===== src/rtl/aud_pkg.sv =====
// Shared definitions for the audio playback controller: state encoding,
// default widths and the speed-factor helper.
package aud_pkg;

    localparam int ADDR_W_DEF = 20;
    localparam int DATA_W_DEF = 16;

    // Frame counter width: k runs 0..7 at most (F up to 8)
    localparam int K_W = 3;

    typedef enum logic [2:0] {
        ST_IDLE  = 3'd0,
        ST_WAIT  = 3'd1,
        ST_FETCH = 3'd2,
        ST_READY = 3'd3,
        ST_PAUSE = 3'd4
    } play_state_e;

    // Speed factor F = 2^speed (1, 2, 4, 8)
    function automatic logic [3:0] speed_factor(input logic [1:0] speed);
        return 4'd1 << speed;
    endfunction

endpackage


===== src/rtl/aud_interp.sv =====
// Combinational linear interpolation between the previous and current
// sample: prev + ((cur - prev) * k) >>> shift, truncated to DATA_W.
module aud_interp
    import aud_pkg::*;
#(
    parameter int DATA_W = DATA_W_DEF
) (
    input  logic [DATA_W-1:0] prev_i,
    input  logic [DATA_W-1:0] cur_i,
    input  logic [K_W-1:0]    k_i,
    input  logic [1:0]        shift_i,
    output logic [DATA_W-1:0] interp_o
);

    localparam int PW = DATA_W + K_W + 2;

    logic signed [DATA_W:0] diff;
    logic signed [PW-1:0]   diffWide;
    logic signed [PW-1:0]   kWide;
    logic signed [PW-1:0]   product;
    logic signed [PW-1:0]   scaled;

    // Signed difference one bit wider than a sample so it never overflows,
    // then a full-width product and arithmetic shift by log2(F).
    always_comb begin
        diff     = $signed({cur_i[DATA_W-1], cur_i}) - $signed({prev_i[DATA_W-1], prev_i});
        diffWide = {{(PW-DATA_W-1){diff[DATA_W]}}, diff};
        kWide    = {{(PW-K_W){1'b0}}, k_i};
        product  = diffWide * kWide;
        scaled   = product >>> shift_i;
        interp_o = DATA_W'($signed({{(PW-DATA_W){prev_i[DATA_W-1]}}, prev_i}) + scaled);
    end

endmodule


===== src/rtl/aud_play_ctrl.sv =====
// Audio playback controller: fetches samples from SRAM once per DAC frame
// (or every F frames in slow mode), optionally interpolates, and hands the
// sample to the player at each left half-frame start.
module aud_play_ctrl
    import aud_pkg::*;
#(
    parameter int ADDR_W = ADDR_W_DEF,
    parameter int DATA_W = DATA_W_DEF
) (
    input  logic              i_bclk,
    input  logic              i_rst_n,
    input  logic              i_daclrck,
    input  logic              i_start,
    input  logic              i_pause,
    input  logic              i_stop,
    input  logic              i_fast,
    input  logic [1:0]        i_speed,
    input  logic              i_interp,
    input  logic [ADDR_W-1:0] i_end_addr,
    output logic              o_sram_req,
    output logic [ADDR_W-1:0] o_sram_addr,
    input  logic              i_sram_ack,
    input  logic [DATA_W-1:0] i_sram_data,
    output logic [DATA_W-1:0] o_dac_data,
    output logic              o_player_en,
    output logic [2:0]        o_state,
    output logic              o_done,
    output logic              o_underrun
);

    play_state_e       state_q, state_d;
    logic [ADDR_W-1:0] addr_q, addr_d;
    logic [K_W-1:0]    k_q, k_d;
    logic [DATA_W-1:0] prev_q, prev_d;
    logic [DATA_W-1:0] cur_q, cur_d;
    logic [DATA_W-1:0] dac_q, dac_d;
    logic              underrun_q, underrun_d;
    logic              done_q, done_d;
    logic              endSeen_q, endSeen_d;
    logic              fetched_q, fetched_d;
    logic              pausePend_q, pausePend_d;
    logic [1:0]        speed_q, speed_d;
    logic              fast_q, fast_d;
    logic              interp_q, interp_d;
    logic              lrck_q, lrckDly_q;

    logic              lrckRise, lrckFall;
    logic              needFetch;
    logic              kLast;
    logic [3:0]        speedFactor;
    logic [ADDR_W:0]   nextAddr;
    logic [DATA_W-1:0] interpSample;
    logic [DATA_W-1:0] playSample;

    aud_interp #(
        .DATA_W (DATA_W)
    ) u_interp (
        .prev_i   (prev_q),
        .cur_i    (cur_q),
        .k_i      (k_q),
        .shift_i  (speed_q),
        .interp_o (interpSample)
    );

    // Frame-event helpers: edges of the registered LR clock, fetch decision,
    // slow-mode wrap point and the wide next address used for end detection.
    always_comb begin
        lrckRise    = lrck_q & ~lrckDly_q;
        lrckFall    = ~lrck_q & lrckDly_q;
        needFetch   = ~fetched_q & (i_fast | (k_q == '0));
        speedFactor = speed_factor(speed_q);
        kLast       = ({1'b0, k_q} >= (speedFactor - 4'd1));
        nextAddr    = {1'b0, addr_q} + (fast_q ? {{(ADDR_W-3){1'b0}}, speedFactor}
                                                : {{ADDR_W{1'b0}}, 1'b1});
        playSample  = (~fast_q & interp_q & (speed_q != 2'd0)) ? interpSample : cur_q;
    end

    // Playback FSM next-state and datapath updates; stop overrides every
    // other command, then pause, then start.
    always_comb begin
        state_d     = state_q;
        addr_d      = addr_q;
        k_d         = k_q;
        prev_d      = prev_q;
        cur_d       = cur_q;
        dac_d       = dac_q;
        underrun_d  = underrun_q;
        done_d      = 1'b0;
        endSeen_d   = endSeen_q;
        fetched_d   = fetched_q;
        pausePend_d = pausePend_q;
        speed_d     = speed_q;
        fast_d      = fast_q;
        interp_d    = interp_q;

        if (lrckRise) begin
            speed_d  = i_speed;
            fast_d   = i_fast;
            interp_d = i_interp;
        end

        if ((state_q != ST_IDLE) && i_stop) begin
            state_d     = ST_IDLE;
            addr_d      = '0;
            dac_d       = '0;
            pausePend_d = 1'b0;
            endSeen_d   = 1'b0;
        end else begin
            case (state_q)
                ST_IDLE: begin
                    if (i_start && !i_pause) begin
                        state_d     = ST_WAIT;
                        addr_d      = '0;
                        k_d         = '0;
                        prev_d      = '0;
                        cur_d       = '0;
                        dac_d       = '0;
                        underrun_d  = 1'b0;
                        endSeen_d   = 1'b0;
                        fetched_d   = 1'b0;
                        pausePend_d = 1'b0;
                    end
                end
                ST_WAIT: begin
                    if (i_pause) begin
                        state_d = ST_PAUSE;
                        dac_d   = '0;
                    end else if (lrckRise) begin
                        if (endSeen_q) begin
                            state_d   = ST_IDLE;
                            done_d    = 1'b1;
                            addr_d    = '0;
                            dac_d     = '0;
                            endSeen_d = 1'b0;
                        end else if (needFetch) begin
                            state_d = ST_FETCH;
                        end else begin
                            state_d = ST_READY;
                        end
                    end
                end
                ST_FETCH: begin
                    if (i_pause) begin
                        pausePend_d = 1'b1;
                    end
                    if (lrckFall) begin
                        underrun_d = 1'b1;
                    end
                    if (i_sram_ack) begin
                        cur_d     = i_sram_data;
                        prev_d    = cur_q;
                        fetched_d = 1'b1;
                        if (pausePend_q || i_pause) begin
                            state_d     = ST_PAUSE;
                            dac_d       = '0;
                            pausePend_d = 1'b0;
                        end else begin
                            state_d = ST_READY;
                        end
                    end
                end
                ST_READY: begin
                    if (i_pause) begin
                        state_d = ST_PAUSE;
                        dac_d   = '0;
                    end else if (lrckFall) begin
                        state_d   = ST_WAIT;
                        dac_d     = playSample;
                        fetched_d = 1'b0;
                        if (fast_q || kLast) begin
                            k_d = '0;
                            if (nextAddr > {1'b0, i_end_addr}) begin
                                endSeen_d = 1'b1;
                            end else begin
                                addr_d = nextAddr[ADDR_W-1:0];
                            end
                        end else begin
                            k_d = k_q + 3'd1;
                        end
                    end
                end
                ST_PAUSE: begin
                    if (i_start && !i_pause) begin
                        state_d = ST_WAIT;
                    end
                end
                default: begin
                    state_d = ST_IDLE;
                end
            endcase
        end
    end

    // State and datapath registers with asynchronous active-low reset.
    always_ff @(posedge i_bclk or negedge i_rst_n) begin
        if (!i_rst_n) begin
            state_q     <= ST_IDLE;
            addr_q      <= '0;
            k_q         <= '0;
            prev_q      <= '0;
            cur_q       <= '0;
            dac_q       <= '0;
            underrun_q  <= 1'b0;
            done_q      <= 1'b0;
            endSeen_q   <= 1'b0;
            fetched_q   <= 1'b0;
            pausePend_q <= 1'b0;
            speed_q     <= 2'd0;
            fast_q      <= 1'b0;
            interp_q    <= 1'b0;
            lrck_q      <= 1'b0;
            lrckDly_q   <= 1'b0;
        end else begin
            state_q     <= state_d;
            addr_q      <= addr_d;
            k_q         <= k_d;
            prev_q      <= prev_d;
            cur_q       <= cur_d;
            dac_q       <= dac_d;
            underrun_q  <= underrun_d;
            done_q      <= done_d;
            endSeen_q   <= endSeen_d;
            fetched_q   <= fetched_d;
            pausePend_q <= pausePend_d;
            speed_q     <= speed_d;
            fast_q      <= fast_d;
            interp_q    <= interp_d;
            lrck_q      <= i_daclrck;
            lrckDly_q   <= lrck_q;
        end
    end

    // Output decode: the request follows the FETCH state directly so a reset
    // removes it without waiting for a clock edge.
    always_comb begin
        o_state     = state_q;
        o_sram_req  = (state_q == ST_FETCH);
        o_sram_addr = addr_q;
        o_dac_data  = dac_q;
        o_player_en = (state_q == ST_WAIT) || (state_q == ST_FETCH) || (state_q == ST_READY);
        o_done      = done_q;
        o_underrun  = underrun_q;
    end

endmodule


===== config.mk =====
export PLATFORM = sky130hd
export DESIGN_NAME = aud_play_ctrl
export DESIGN_NICKNAME = d
export VERILOG_FILES = /design/src/rtl/aud_pkg.sv /design/src/rtl/aud_interp.sv /design/src/rtl/aud_play_ctrl.sv
export SDC_FILE = /design/constraint.sdc
export NUM_CORES = 1
export LEC_CHECK = 0
export CAP_MARGIN = 20
export CORE_AREA = 2 2 143 173
export CTS_CLUSTER_DIAMETER = 80
export DETAILED_ROUTE_END_ITERATION = 6
export DIE_AREA = 0 0 145 175
export GPL_TIMING_DRIVEN = 0
export HOLD_SLACK_MARGIN = 0.02
export PLACE_DENSITY = 0.66
export SLEW_MARGIN = 10
export SYNTH_ARGS = -nofsm -noshare
export SYNTH_HDL_FRONTEND = slang
export SYNTH_SLANG_ARGS = --single-unit

===== constraint.sdc =====
create_clock -name i_bclk -period 6.6 [get_ports i_bclk]
set_clock_uncertainty 0.2 [all_clocks]
set_input_delay 1.32 -clock i_bclk [delete_from_list [all_inputs] [get_ports i_bclk]]
set_output_delay 1.32 -clock i_bclk [all_outputs]
set_load 0.05 [all_outputs]

==> results of run 1 <==
[placed cells by master (no fill, tap or decap), drive strengths merged, types with 11 or more instances in the layout]
cell type / n
dfrtp: 85
nor2: 83
clkbuf: 37
nand3: 16
a32o: 20
nor3: 19
mux2i: 20
o21a: 15
ha: 97
a21o: 18
o21ai: 85
fa: 19
and2: 28
inv: 113
nand2b: 11
clkdlybuf4s50: 88
xnor2: 37
buf: 32
a21oi: 61
nor2b: 12
nand2: 138
xor2: 17
[synthesized netlist by cell type, types with 6 or more instances]
cell	count
sky130_fd_sc_hd__nor2b_1	11
sky130_fd_sc_hd__xor2_1	16
sky130_fd_sc_hd__clkbuf_1	28
sky130_fd_sc_hd__ha_1	97
sky130_fd_sc_hd__nand4_1	6
sky130_fd_sc_hd__a21oi_1	60
sky130_fd_sc_hd__and2_1	28
sky130_fd_sc_hd__o21a_1	15
sky130_fd_sc_hd__a32o_1	20
sky130_fd_sc_hd__xnor2_1	37
sky130_fd_sc_hd__fa_1	19
sky130_fd_sc_hd__o21ai_0	80
sky130_fd_sc_hd__mux2_2	6
sky130_fd_sc_hd__mux2i_1	20
sky130_fd_sc_hd__a211oi_1	8
sky130_fd_sc_hd__nand3_1	16
sky130_fd_sc_hd__inv_1	110
sky130_fd_sc_hd__nand2_1	138
sky130_fd_sc_hd__or2_2	6
sky130_fd_sc_hd__nand2b_1	11
sky130_fd_sc_hd__dfrtp_1	85
sky130_fd_sc_hd__a21o_1	18
sky130_fd_sc_hd__o31ai_1	7
sky130_fd_sc_hd__nor2_1	83
sky130_fd_sc_hd__nor3_1	19
[final cells by class]
cell class	count	area share, %
Multi-Input combinational cell	788	56.25
Buffer	34	1.278
Clock inverter	7	1.010
Sequential cell	85	20.71
Tap cell	320	3.893
Inverter	110	4.015
Timing Repair Buffer	114	10.66
Clock buffer	9	2.190
[kinds of logic (layout without fill, tap and decap cells)]
kind of cell	after synthesis	after routing	synth area share, %
compound gates	258	258	20.26
xor+xnor	54	54	5.866
fa+ha+maj	116	116	19.46
buf+inv	144	274	6.645
flops	85	85	25.97
mux	26	26	3.269
simple gates	334	334	18.53
[how the worst max path moves through the flow]
| stage | depth (start not counted) | slack, ps | startpoint | endpoint |
|---|---|---|---|---|
| 4_1_cts | 33 | 7 | prev_q[1]$_DFFE_PN0P_ | o_dac_data[15]$_DFFE_PN0P_ |
| 3_3_place_gp | 33 | -680 | prev_q[1]$_DFFE_PN0P_ | o_dac_data[15]$_DFFE_PN0P_ |
| 6_report | 32 | 40 | prev_q[0]$_DFFE_PN0P_ | o_dac_data[15]$_DFFE_PN0P_ |
| 5_1_grt | 33 | -280 | prev_q[1]$_DFFE_PN0P_ | o_dac_data[15]$_DFFE_PN0P_ |
| 3_5_place_dp | 33 | -740 | prev_q[1]$_DFFE_PN0P_ | o_dac_data[15]$_DFFE_PN0P_ |
| 2_1_floorplan | 33 | 60 | prev_q[1]$_DFFE_PN0P_ | o_dac_data[15]$_DFFE_PN0P_ |
[power groups by stage]
stage / Sequential, uW / Combinational, uW / Clock, uW
global placement: 631 / 1330 / 0
detailed placement: 631 / 1340 / 0
global route: 629 / 1670 / 606
finish: 623 / 1520 / 574
floorplan: 652 / 936 / 0
CTS: 621 / 1400 / 584
[registers in the layout (all words and copies together), names as in the netlist, 2 cells and up]
name	cells
o_sram_addr	20
cur_q	16
o_dac_data	16
prev_q	16
k_q	3
o_state	3
speed_q	2
[timing repair]
action                                  CTS  global route
resized for setup                        16            45
endpoints found under the setup margin    7             7
pin swaps                                13            36
buffers inserted                         10            14
gates cloned                              0             0
[metal layers]
| metal | global-route usage [%] | vias up |
|---|---|---|
| li1 | - | 3749 |
| met1 | 22.76 | 3418 |
| met2 | 28.99 | 110 |
| met3 | 1.697 | 24 |
| met4 | 5.817 | 0 |
| met5 | 0 | - |
[per-stage QoR]
step	area (um2)	total power [uW]	utilization, %	hold WS [ps]	worst slack (ps)
5_1_grt	10280	2908	43.46	218.8	-279.3
3_5_place_dp	9507	1975	40.18	185.7	-741.9
4_1_cts	9956	2601	42.08	204.2	6.588
6_report	10280	2716	43.46	198.1	40.50
3_3_place_gp	9482	1962	40.07	179.1	-680.2
2_1_floorplan	8190	1587	-	158.7	64.12
==> metrics.log, run 1 <==
INFO  metric run_status = finished, final reports clean
INFO  metric reg2reg_from = prev_q[0]$_DFFE_PN0P_
INFO  metric dp_cells = 1427
INFO  metric clock_power_share = a little over a fifth
INFO  metric total_via_count_after_detailed_routing = roughly 7300
INFO  metric cts_root_buf = sky130_fd_sc_hd__clkbuf_16
INFO  metric n_antenna_cell = 0
INFO  metric cp_slowest_stage_delay = 530 ps
INFO  metric cts_num_sinks = 85
INFO  metric asyncSetResetFlopFracSynth = 100.0%
INFO  metric tritoncts.num_buffers = 9
INFO  metric number_of_buffers_added_to_fix_hold_violations_after_cts = 0
INFO  metric hold_path.startpoint = lrck_q$_DFF_PN0_
INFO  metric ys_types = 63
INFO  metric register_area = 2130 um2
INFO  metric critical_path_arrival = roughly 6600 ps
INFO  metric netlist_instances = 1017
INFO  metric core_area = 23660 um2
INFO  metric netlist_area_before_placement = around 8200 um2
INFO  metric post-route-period-util = slightly below 100%
INFO  metric rrSetupSlack = just over 40 ps
INFO  metric relSlewSlack = roughly two fifths
INFO  metric synth-edff-count = 0
INFO  metric fmax = between 150 and 200 MHz
INFO  metric reg2regPathDepth = 32
INFO  metric power.switching_fraction = between 40 and 50%
INFO  metric die_w = ~150 um
INFO  metric layout-drive-gt1-share = under 10%
INFO  metric internal_power = ~1500 uW
INFO  metric wirelength = 22120 um
INFO  metric setup_viol_count_final = 0
INFO  metric clk_transition_reported_paths = about 70 ps
INFO  metric place_hpwl = 17650 um
INFO  metric synth_top_flop_cell = sky130_fd_sc_hd__dfrtp_1
INFO  metric layout-area-overhead-vs-synth = 25.56%
INFO  metric floorplan.die_area = about 25000 um2
INFO  metric transition_time_at_the_pin_with_the_least_slew_margin = ~900 ps
INFO  metric grt_pass1_wl = approximately 35000 um
INFO  metric yosysTopAreaCell = sky130_fd_sc_hd__dfrtp_1
INFO  metric grt_setup_unrepaired = yes
INFO  metric routedWlPerCell = ~15 um
INFO  metric layout.nets = around 1300
INFO  metric grt_pass1_vias = a little over 7000
INFO  metric globalplace.congestion = around 0.87
INFO  metric finalNonFillerCells = around 1500
INFO  metric cp.required = roughly 6600 ps
INFO  metric critical_path_peak_fanout = 5
INFO  metric fp-row-count = 62
INFO  metric drt-initial-drc-count = just over 300
INFO  metric power.leakage = 0.004749 uW
INFO  metric route.layer.met1.wl = about 11000 um
INFO  metric cts_max_path_buffers = 2
INFO  metric routed_length_on_met2 = about 11000 um
INFO  metric fin_crit = 6560 ps
INFO  metric top_signal_layer_used = met4
INFO  metric yosysTopAreaCellShare = 25.97%
INFO  metric clock_latency = about 350 ps
INFO  metric syn-mean-instance-area = about 8.1 um2
INFO  metric worstHoldPathType = reg -> reg
INFO  metric number_of_top_level_pins = 90
INFO  metric grt_max_degree = 45
INFO  metric final_layout_fill_cell_count = roughly 2300
INFO  metric synth_seq_cells = 85
INFO  metric drc = 0
INFO  metric holdPathStages = 0
INFO  metric antenna_left = 0
INFO  metric fp.dieH = between 150 and 200 um
INFO  metric crit-reg2reg-capture = o_dac_data[15]$_DFFE_PN0P_
INFO  metric hold_path_end = lrckDly_q$_DFF_PN0_
INFO  metric cp_slowest_cell = sky130_fd_sc_hd__fa_1
INFO  metric cp_top_family = adder cells
INFO  metric groute.usage.overall = 17.07%
INFO  metric slew_violations = 0
INFO  metric cts_max_level = 3
INFO  metric synth.area.top_cells = sky130_fd_sc_hd__dfrtp_1, sky130_fd_sc_hd__ha_1, sky130_fd_sc_hd__nand2_1, sky130_fd_sc_hd__inv_1, sky130_fd_sc_hd__o21ai_0
INFO  metric timing_hold_violations_final = 0
INFO  metric synthesis.yosys.warnings = 0
INFO  metric grt_overflow = 0
INFO  metric max_rail_drop_vdd = roughly 250 uV
INFO  metric syn_nets = 1180
INFO  metric comb_power_share = 55.9%
INFO  metric initial_core_util = about a third
INFO  metric timing.critical_path.to_type = register
INFO  metric io_buffers = 89
INFO  metric tritonroute_pass_1_iters = 5
INFO  metric multi_input_comb_area = 5784 um2
INFO  metric cap_viol_max_count = 0
INFO  metric grt_antenna_before_repair = 0
INFO  metric crit_type = reg -> reg
INFO  metric p_switching = 1233 uW
INFO  metric final_total_negative_setup_slack = 0 ps
INFO  metric viasPerCell = about 5.0
INFO  metric worstPathBufferInverterCount = 3
INFO  metric ys_seq_area_share = 25.97%
INFO  metric route.met3.wl = about 520 um
INFO  metric timing.critical_path.from_type = register
INFO  metric share_seq_of_total_power = 22.9%
INFO  metric cts_tree = done
INFO  metric power_density = about 260 nW/um2
Note: power is estimated with default switching activity, not from simulation.
==> run 2: changes to the inputs <==
- MAX_ROUTING_LAYER: not set -> met4
==> run 2 against run 1 <==
Net effect:
- setup slack lost 9.4 ps
- design area increased by 0.52%
- sequential share of layout area fell by 0.12 points
- utilization rose by 0.23 points
- clock power fell by 11%
- first-iteration DRC count rose by 59%
- fmax fell by 0.14%
- die area unchanged
- non-clock buffer count grew 6
- register-to-register slack about the same
- critical endpoint unchanged
- highest routed layer unchanged
==> metrics.log, run 2 (synthesis gave the netlist of run 1 again) <==
INFO  metric run_status = finished, final reports clean
INFO  metric cap_viol_max_count = 0
INFO  metric cts_tree = done
INFO  metric core_area = between 20000 and 25000 um2
INFO  metric crit_type = reg -> reg
INFO  metric antenna_left = 0
INFO  metric total_via_count_after_detailed_routing = around 7500
INFO  metric die_w = about 150 um
INFO  metric wirelength = between 20000 and 25000 um
INFO  metric clk_transition_reported_paths = about 70 ps
INFO  metric reg2reg_from = cur_q[2]$_DFFE_PN0P_
INFO  metric most-common-layout-cells = sky130_fd_sc_hd__nand2_1, sky130_fd_sc_hd__inv_1, sky130_fd_sc_hd__clkdlybuf4s50_1, sky130_fd_sc_hd__ha_1, sky130_fd_sc_hd__dfrtp_1
INFO  metric cts_root_buf = sky130_fd_sc_hd__clkbuf_16
INFO  metric layout.core_utilization = 43.69%
INFO  metric groute.usage.overall = a little under a fifth
INFO  metric initial_core_util = between 30% and 40%
INFO  metric worstPathBufferInverterCount = 6
INFO  metric timing_hold_violations_final = 0
INFO  metric routedWlPerCell = 15.45 um
INFO  metric rrSetupSlack = 30 ps
INFO  metric grt_overflow = 0
INFO  metric worstHoldPathType = reg -> reg
INFO  metric hold_path_end = lrckDly_q$_DFF_PN0_
INFO  metric layout-drive-gt1-share = a little over a tenth
INFO  metric drc = 0
INFO  metric timing.critical_path.to_type = register
INFO  metric n_antenna_cell = 0
INFO  metric reg2regPathDepth = 34
INFO  metric min_setup_slack_post_route = just over 30 ps
INFO  metric grt_max_degree = 62
INFO  metric fp-row-count = a little over 60
INFO  metric crit-reg2reg-capture = o_dac_data[15]$_DFFE_PN0P_
INFO  metric clock_latency = 340 ps
INFO  metric cp.required = 6620 ps
INFO  metric drt-initial-drc-count = 491
INFO  metric critical_path_peak_fanout = 4
INFO  metric io_buffers = 89
INFO  metric power_density = ~260 nW/um2
INFO  metric cp_slowest_cell = sky130_fd_sc_hd__fa_2
INFO  metric grt_pass1_vias = 7304
INFO  metric dpl_worst_slack = -837.4 ps
INFO  metric setup_viol_count_final = 0
INFO  metric layout.nets = 1311
INFO  metric grt_antenna_before_repair = 0
INFO  metric grt_setup_unrepaired = yes
INFO  metric holdPathStages = 0
INFO  metric cts_max_path_buffers = 2
INFO  metric power.leakage = ~0.0047 uW
INFO  metric tritonroute_pass_1_iters = 5
INFO  metric fp.dieH = approximately 180 um
INFO  metric cp_slowest_stage_delay = between 500 and 600 ps
INFO  metric cts_max_level = 3
INFO  metric relSlewSlack = between 40% and 50%
INFO  metric largest_reg_flops = 20
INFO  metric number_of_top_level_pins = 90
INFO  metric timing.critical_path.from_type = register
INFO  metric post-route-period-util = between 90% and 100%
INFO  metric place_hpwl = ~18000 um
INFO  metric layout-area-overhead-vs-synth = 26.21%
INFO  metric fmax = roughly 150 MHz
INFO  metric cp_top_family = compound AO/OA/AOI/OAI gates
INFO  metric slew_violations = 0
INFO  metric cts_num_sinks = 85
INFO  metric final_layout_fill_cell_count = 2342
INFO  metric viasPerCell = ~5.1
INFO  metric transition_time_at_the_pin_with_the_least_slew_margin = around 840 ps
INFO  metric final_common_cell = sky130_fd_sc_hd__nand2_1
INFO  metric hold_path.startpoint = lrck_q$_DFF_PN0_
INFO  metric max_rail_drop_vdd = between 200 and 250 uV
INFO  metric critical_path_arrival = between 6000 and 7000 ps
INFO  metric grt_pass1_wl = 36560 um
INFO  metric number_of_buffers_added_to_fix_hold_violations_after_cts = 0
INFO  metric floorplan.die_area = 25380 um2
INFO  metric globalplace.congestion = 0.8726
INFO  metric fin_crit = around 6600 ps
INFO  metric tritoncts.num_buffers = 9
-- run 2: how the worst max path moves through the flow --
stage | startpoint | end | cells after the start
after floorplan | prev_q[1]$_DFFE_PN0P_ | o_dac_data[15]$_DFFE_PN0P_ | 33
after global placement | prev_q[1]$_DFFE_PN0P_ | o_dac_data[15]$_DFFE_PN0P_ | 33
after detailed placement | prev_q[1]$_DFFE_PN0P_ | o_dac_data[15]$_DFFE_PN0P_ | 33
after CTS | prev_q[1]$_DFFE_PN0P_ | o_dac_data[15]$_DFFE_PN0P_ | 31
after global routing | prev_q[1]$_DFFE_PN0P_ | o_dac_data[15]$_DFFE_PN0P_ | 34
final | cur_q[2]$_DFFE_PN0P_ | o_dac_data[15]$_DFFE_PN0P_ | 34
-- run 2: cell type report --
type	count	area (um2)	area share (%)
well taps	320	400.4	3.873
repair buffers	120	1141	11.04
flip-flops and latches	85	2128	20.59
plain buffers	34	131.4	1.271
multi-input cells	788	5832	56.41
clock buffers	9	225.2	2.179
inverters	110	412.9	3.994
clock inverters	7	66.31	0.6415
-- run 2: metrics by stage --
step | setup TNS [ps] | hold slack (ps) | cell area (um2) | total power, uW | std cells
2_1_floorplan | 0 | 158.7 | 8190 | 1587 | 1017
3_3_place_gp | -2415 | 179.7 | 9482 | 1956 | 1426
3_5_place_dp | -3297 | 187.4 | 9507 | 1973 | 1427
4_1_cts | 0 | 202.8 | 9997 | 2593 | 1461
5_1_grt | -476.3 | 214.1 | 10340 | 2938 | 1473
6_report | 0 | 202.3 | 10340 | 2723 | 1473
-- run 2: per-layer routing --
metal | wire length [um] | track usage, %
met5 | 0 | -
met4 | 512 | 5.198
met3 | 672 | 1.567
met2 | 10960 | 30.42
met1 | 10610 | 23.48
-- run 2: power breakdown --
group	switching (uW)	total (uW)	internal, uW
sequential	58.6	623	565
combinational	960	1590	632
clock	241	508	266
total	1260	2720	1460
-- run 2: repair_timing --
item,in CTS,in global routing
setup buffers,18,12
gates resized for setup,20,50
pin swaps,18,40
endpoints found under the hold margin,0,0
endpoints found under the setup margin,7,7
==> run 3: changes to the inputs <==
- CTS_BUF_LIST: not set -> sky130_fd_sc_hd__clkbuf_2 sky130_fd_sc_hd__clkbuf_4 sky130_fd_sc_hd__clkbuf_8
==> run 3 against run 2 <==
Net effect:
- flip-flop and latch count stayed put
- critical path type unchanged
- highest routed layer unchanged
- cell count barely moved
- design area is 0.91% lower
- clock-buffer cell count unchanged
- die area stayed put
==> metrics.log, run 3 (synthesis gave the netlist of run 1 again) <==
INFO  metric run_status = finished, final reports clean
INFO  metric min_setup_slack_post_route = a little over 30 ps
INFO  metric grt_pass1_vias = roughly 7300
INFO  metric viasPerCell = around 5.0
INFO  metric crit-reg2reg-capture = o_dac_data[15]$_DFFE_PN0P_
INFO  metric max_rail_drop_vdd = about 260 uV
INFO  metric power.switching_fraction = 48.07%
INFO  metric holdPathStages = 0
INFO  metric worstPathBufferInverterCount = 6
INFO  metric place_hpwl = between 15000 and 20000 um
INFO  metric largest_reg_flops = 20
INFO  metric fp.dieH = 175 um
INFO  metric routedWlPerCell = approximately 15 um
INFO  metric hold_path.startpoint = lrck_q$_DFF_PN0_
INFO  metric fp-row-count = 62
INFO  metric drt-initial-drc-count = roughly 430
INFO  metric die_w = approximately 150 um
INFO  metric reg2reg_from = cur_q[2]$_DFFE_PN0P_
INFO  metric power_density = 252.6 nW/um2
INFO  metric dpl_worst_slack = -837.4 ps
INFO  metric initial_core_util = 34.62%
INFO  metric cts_root_buf = sky130_fd_sc_hd__clkbuf_8
INFO  metric finalInstanceArea = a little over 10000 um2
INFO  metric n_antenna_cell = 0
INFO  metric hold_path_end = lrckDly_q$_DFF_PN0_
INFO  metric setup_viol_count_final = 0
INFO  metric total_via_count_after_detailed_routing = between 7000 and 8000
INFO  metric cp.required = between 6000 and 7000 ps
INFO  metric share_seq_of_total_power = 24.0%
INFO  metric most-common-layout-cells = sky130_fd_sc_hd__nand2_1, sky130_fd_sc_hd__inv_1, sky130_fd_sc_hd__clkdlybuf4s50_1, sky130_fd_sc_hd__ha_1, sky130_fd_sc_hd__dfrtp_1
INFO  metric floorplan.die_area = about 25000 um2
INFO  metric worstHoldPathType = reg -> reg
INFO  metric groute.usage.overall = between 15 and 20%
INFO  metric grt_max_degree = 62
INFO  metric cts_max_path_buffers = 2
INFO  metric grt_antenna_before_repair = 0
INFO  metric hold_ws = 207.4 ps
INFO  metric wirelength = roughly 23000 um
INFO  metric drc = 0
INFO  metric post-route-period-util = 99.53%
INFO  metric rrSetupSlack = 30 ps
INFO  metric fin_crit = 6569 ps
INFO  metric comb_power_share = 61.5%
INFO  metric grt_setup_unrepaired = yes
INFO  metric layout-area-overhead-vs-synth = 25.07%
INFO  metric crit_type = reg -> reg
INFO  metric timing.critical_path.to_type = register
INFO  metric fmax = around 150 MHz
INFO  metric relSlewSlack = between 40% and 50%
INFO  metric cts_num_sinks = 85
INFO  metric reg2regPathDepth = 34
INFO  metric clock_latency = 370 ps
INFO  metric timing_hold_violations_final = 0
INFO  metric busiest_layer = met2
INFO  metric tritonroute_pass_1_iters = 5
INFO  metric clk_transition_reported_paths = roughly 100 ps
INFO  metric globalplace.congestion = 0.8726
INFO  metric cell_area_after_placement = 9507 um2
INFO  metric internal_power = approximately 1300 uW
INFO  metric grt_util_met1 = 23.66%
INFO  metric timing.critical_path.from_type = register
INFO  metric layout.nets = ~1300
INFO  metric slew_violations = 0
INFO  metric transition_time_at_the_pin_with_the_least_slew_margin = 861.2 ps
INFO  metric number_of_top_level_pins = 90
INFO  metric cts_max_level = 3
INFO  metric cts_tree = done
INFO  metric final_common_cell = sky130_fd_sc_hd__nand2_1
INFO  metric number_of_buffers_added_to_fix_hold_violations_after_cts = 0
INFO  metric cp_slowest_stage_delay = approximately 550 ps
INFO  metric io_buffers = slightly below 90
INFO  metric cp_slowest_cell = sky130_fd_sc_hd__fa_2
INFO  metric core_area = 23660 um2
INFO  metric report.power.total = 2587 uW
INFO  metric cap_viol_max_count = 0
INFO  metric layout-drive-gt1-share = between 10% and 20%
INFO  metric cp_top_family = compound AO/OA/AOI/OAI gates
INFO  metric gr-usage-met3 = under 10%
INFO  metric antenna_left = 0
INFO  metric tritoncts.num_buffers = 9
INFO  metric grt.met2_usage = 30.18%
INFO  metric critical_path_peak_fanout = 4
INFO  metric power.leakage = approximately 0.0047 uW
INFO  metric grt_overflow = 0
INFO  metric critical_path_arrival = between 6000 and 7000 ps
INFO  metric final_layout_fill_cell_count = ~2400
INFO  metric p_switching = 1244 uW
INFO  metric grt_pass1_wl = 36580 um
INFO  metric clock_power_share = 14.4%
-- run 3: changes by cell type in the layout (fill, tap and decap cells not counted) --
cell	previous run	this run
sky130_fd_sc_hd__buf_4	31	32
sky130_fd_sc_hd__clkbuf_16	9	0
sky130_fd_sc_hd__clkbuf_8	0	9
-- run 3: layer usage --
| metal | wire [um] | share of wire [%] |
|---|---|---|
| met1 | 10680 | 47 |
| met4 | 525 | 2.3 |
| met2 | 10930 | 48 |
| met5 | 0 | 0 |
| met3 | 584 | 2.6 |
-- run 3: worst reg2reg max path, delay by kind of cell (launching register included) --
kind | cells | cell delay [ps]
AND/OR/NAND/NOR | 2 | 430
adder cells (fa/ha/maj) | 5 | 1740
AO/OA/AOI/OAI | 15 | 2030
buffers and inverters | 6 | 550
multiplexers | 3 | 620
flip-flops | 1 | 450
XOR/XNOR | 3 | 460
-- run 3: power by group through the flow --
stage	Clock, uW	Combinational (uW)	Sequential (uW)
6_report	374	1590	622
3_5_place_dp	0	1340	634
2_1_floorplan	0	936	652
5_1_grt	410	1760	629
3_3_place_gp	0	1320	632
4_1_cts	384	1460	621
-- run 3: repair_timing --
action / in CTS / in global routing
setup buffers: 20 / 11
pin swaps: 18 / 38
endpoints found under the setup margin: 7 / 7
gates resized for setup: 20 / 50
-- run 3: per-stage QoR --
| step | cells | setup TNS [ps] | util [%] |
|---|---|---|---|
| 3_3_place_gp | 1426 | -2415 | 40.07 |
| 6_report | 1474 | 0 | 43.29 |
| 2_1_floorplan | 1017 | 0 | - |
| 5_1_grt | 1474 | -508.4 | 43.29 |
| 4_1_cts | 1463 | 0 | 41.89 |
| 3_5_place_dp | 1427 | -3297 | 40.18 |
-- run 3: layout make-up --
| class | count | area (um2) | area share (%) |
|---|---|---|---|
| clock inverter | 7 | 66.31 | 0.6474 |
| multi-input combinational | 788 | 5832 | 56.93 |
| clock buffer | 9 | 123.9 | 1.209 |
| tap | 320 | 400.4 | 3.909 |
| timing repair buffer | 121 | 1149 | 11.21 |
| sequential | 85 | 2128 | 20.78 |
| inverter | 110 | 412.9 | 4.031 |
| buffer | 34 | 131.4 | 1.283 |
-- run 3: worst max-delay path by stage --
stage	start	to	slack (ps)	depth (start not counted)
6_report	cur_q[2]$_DFFE_PN0P_	o_dac_data[15]$_DFFE_PN0P_	30	34
3_5_place_dp	prev_q[1]$_DFFE_PN0P_	o_dac_data[15]$_DFFE_PN0P_	-840	33
4_1_cts	prev_q[1]$_DFFE_PN0P_	o_dac_data[15]$_DFFE_PN0P_	3	31
2_1_floorplan	prev_q[1]$_DFFE_PN0P_	o_dac_data[15]$_DFFE_PN0P_	60	33
3_3_place_gp	prev_q[1]$_DFFE_PN0P_	o_dac_data[15]$_DFFE_PN0P_	-660	33
5_1_grt	prev_q[1]$_DFFE_PN0P_	o_dac_data[15]$_DFFE_PN0P_	-270	35
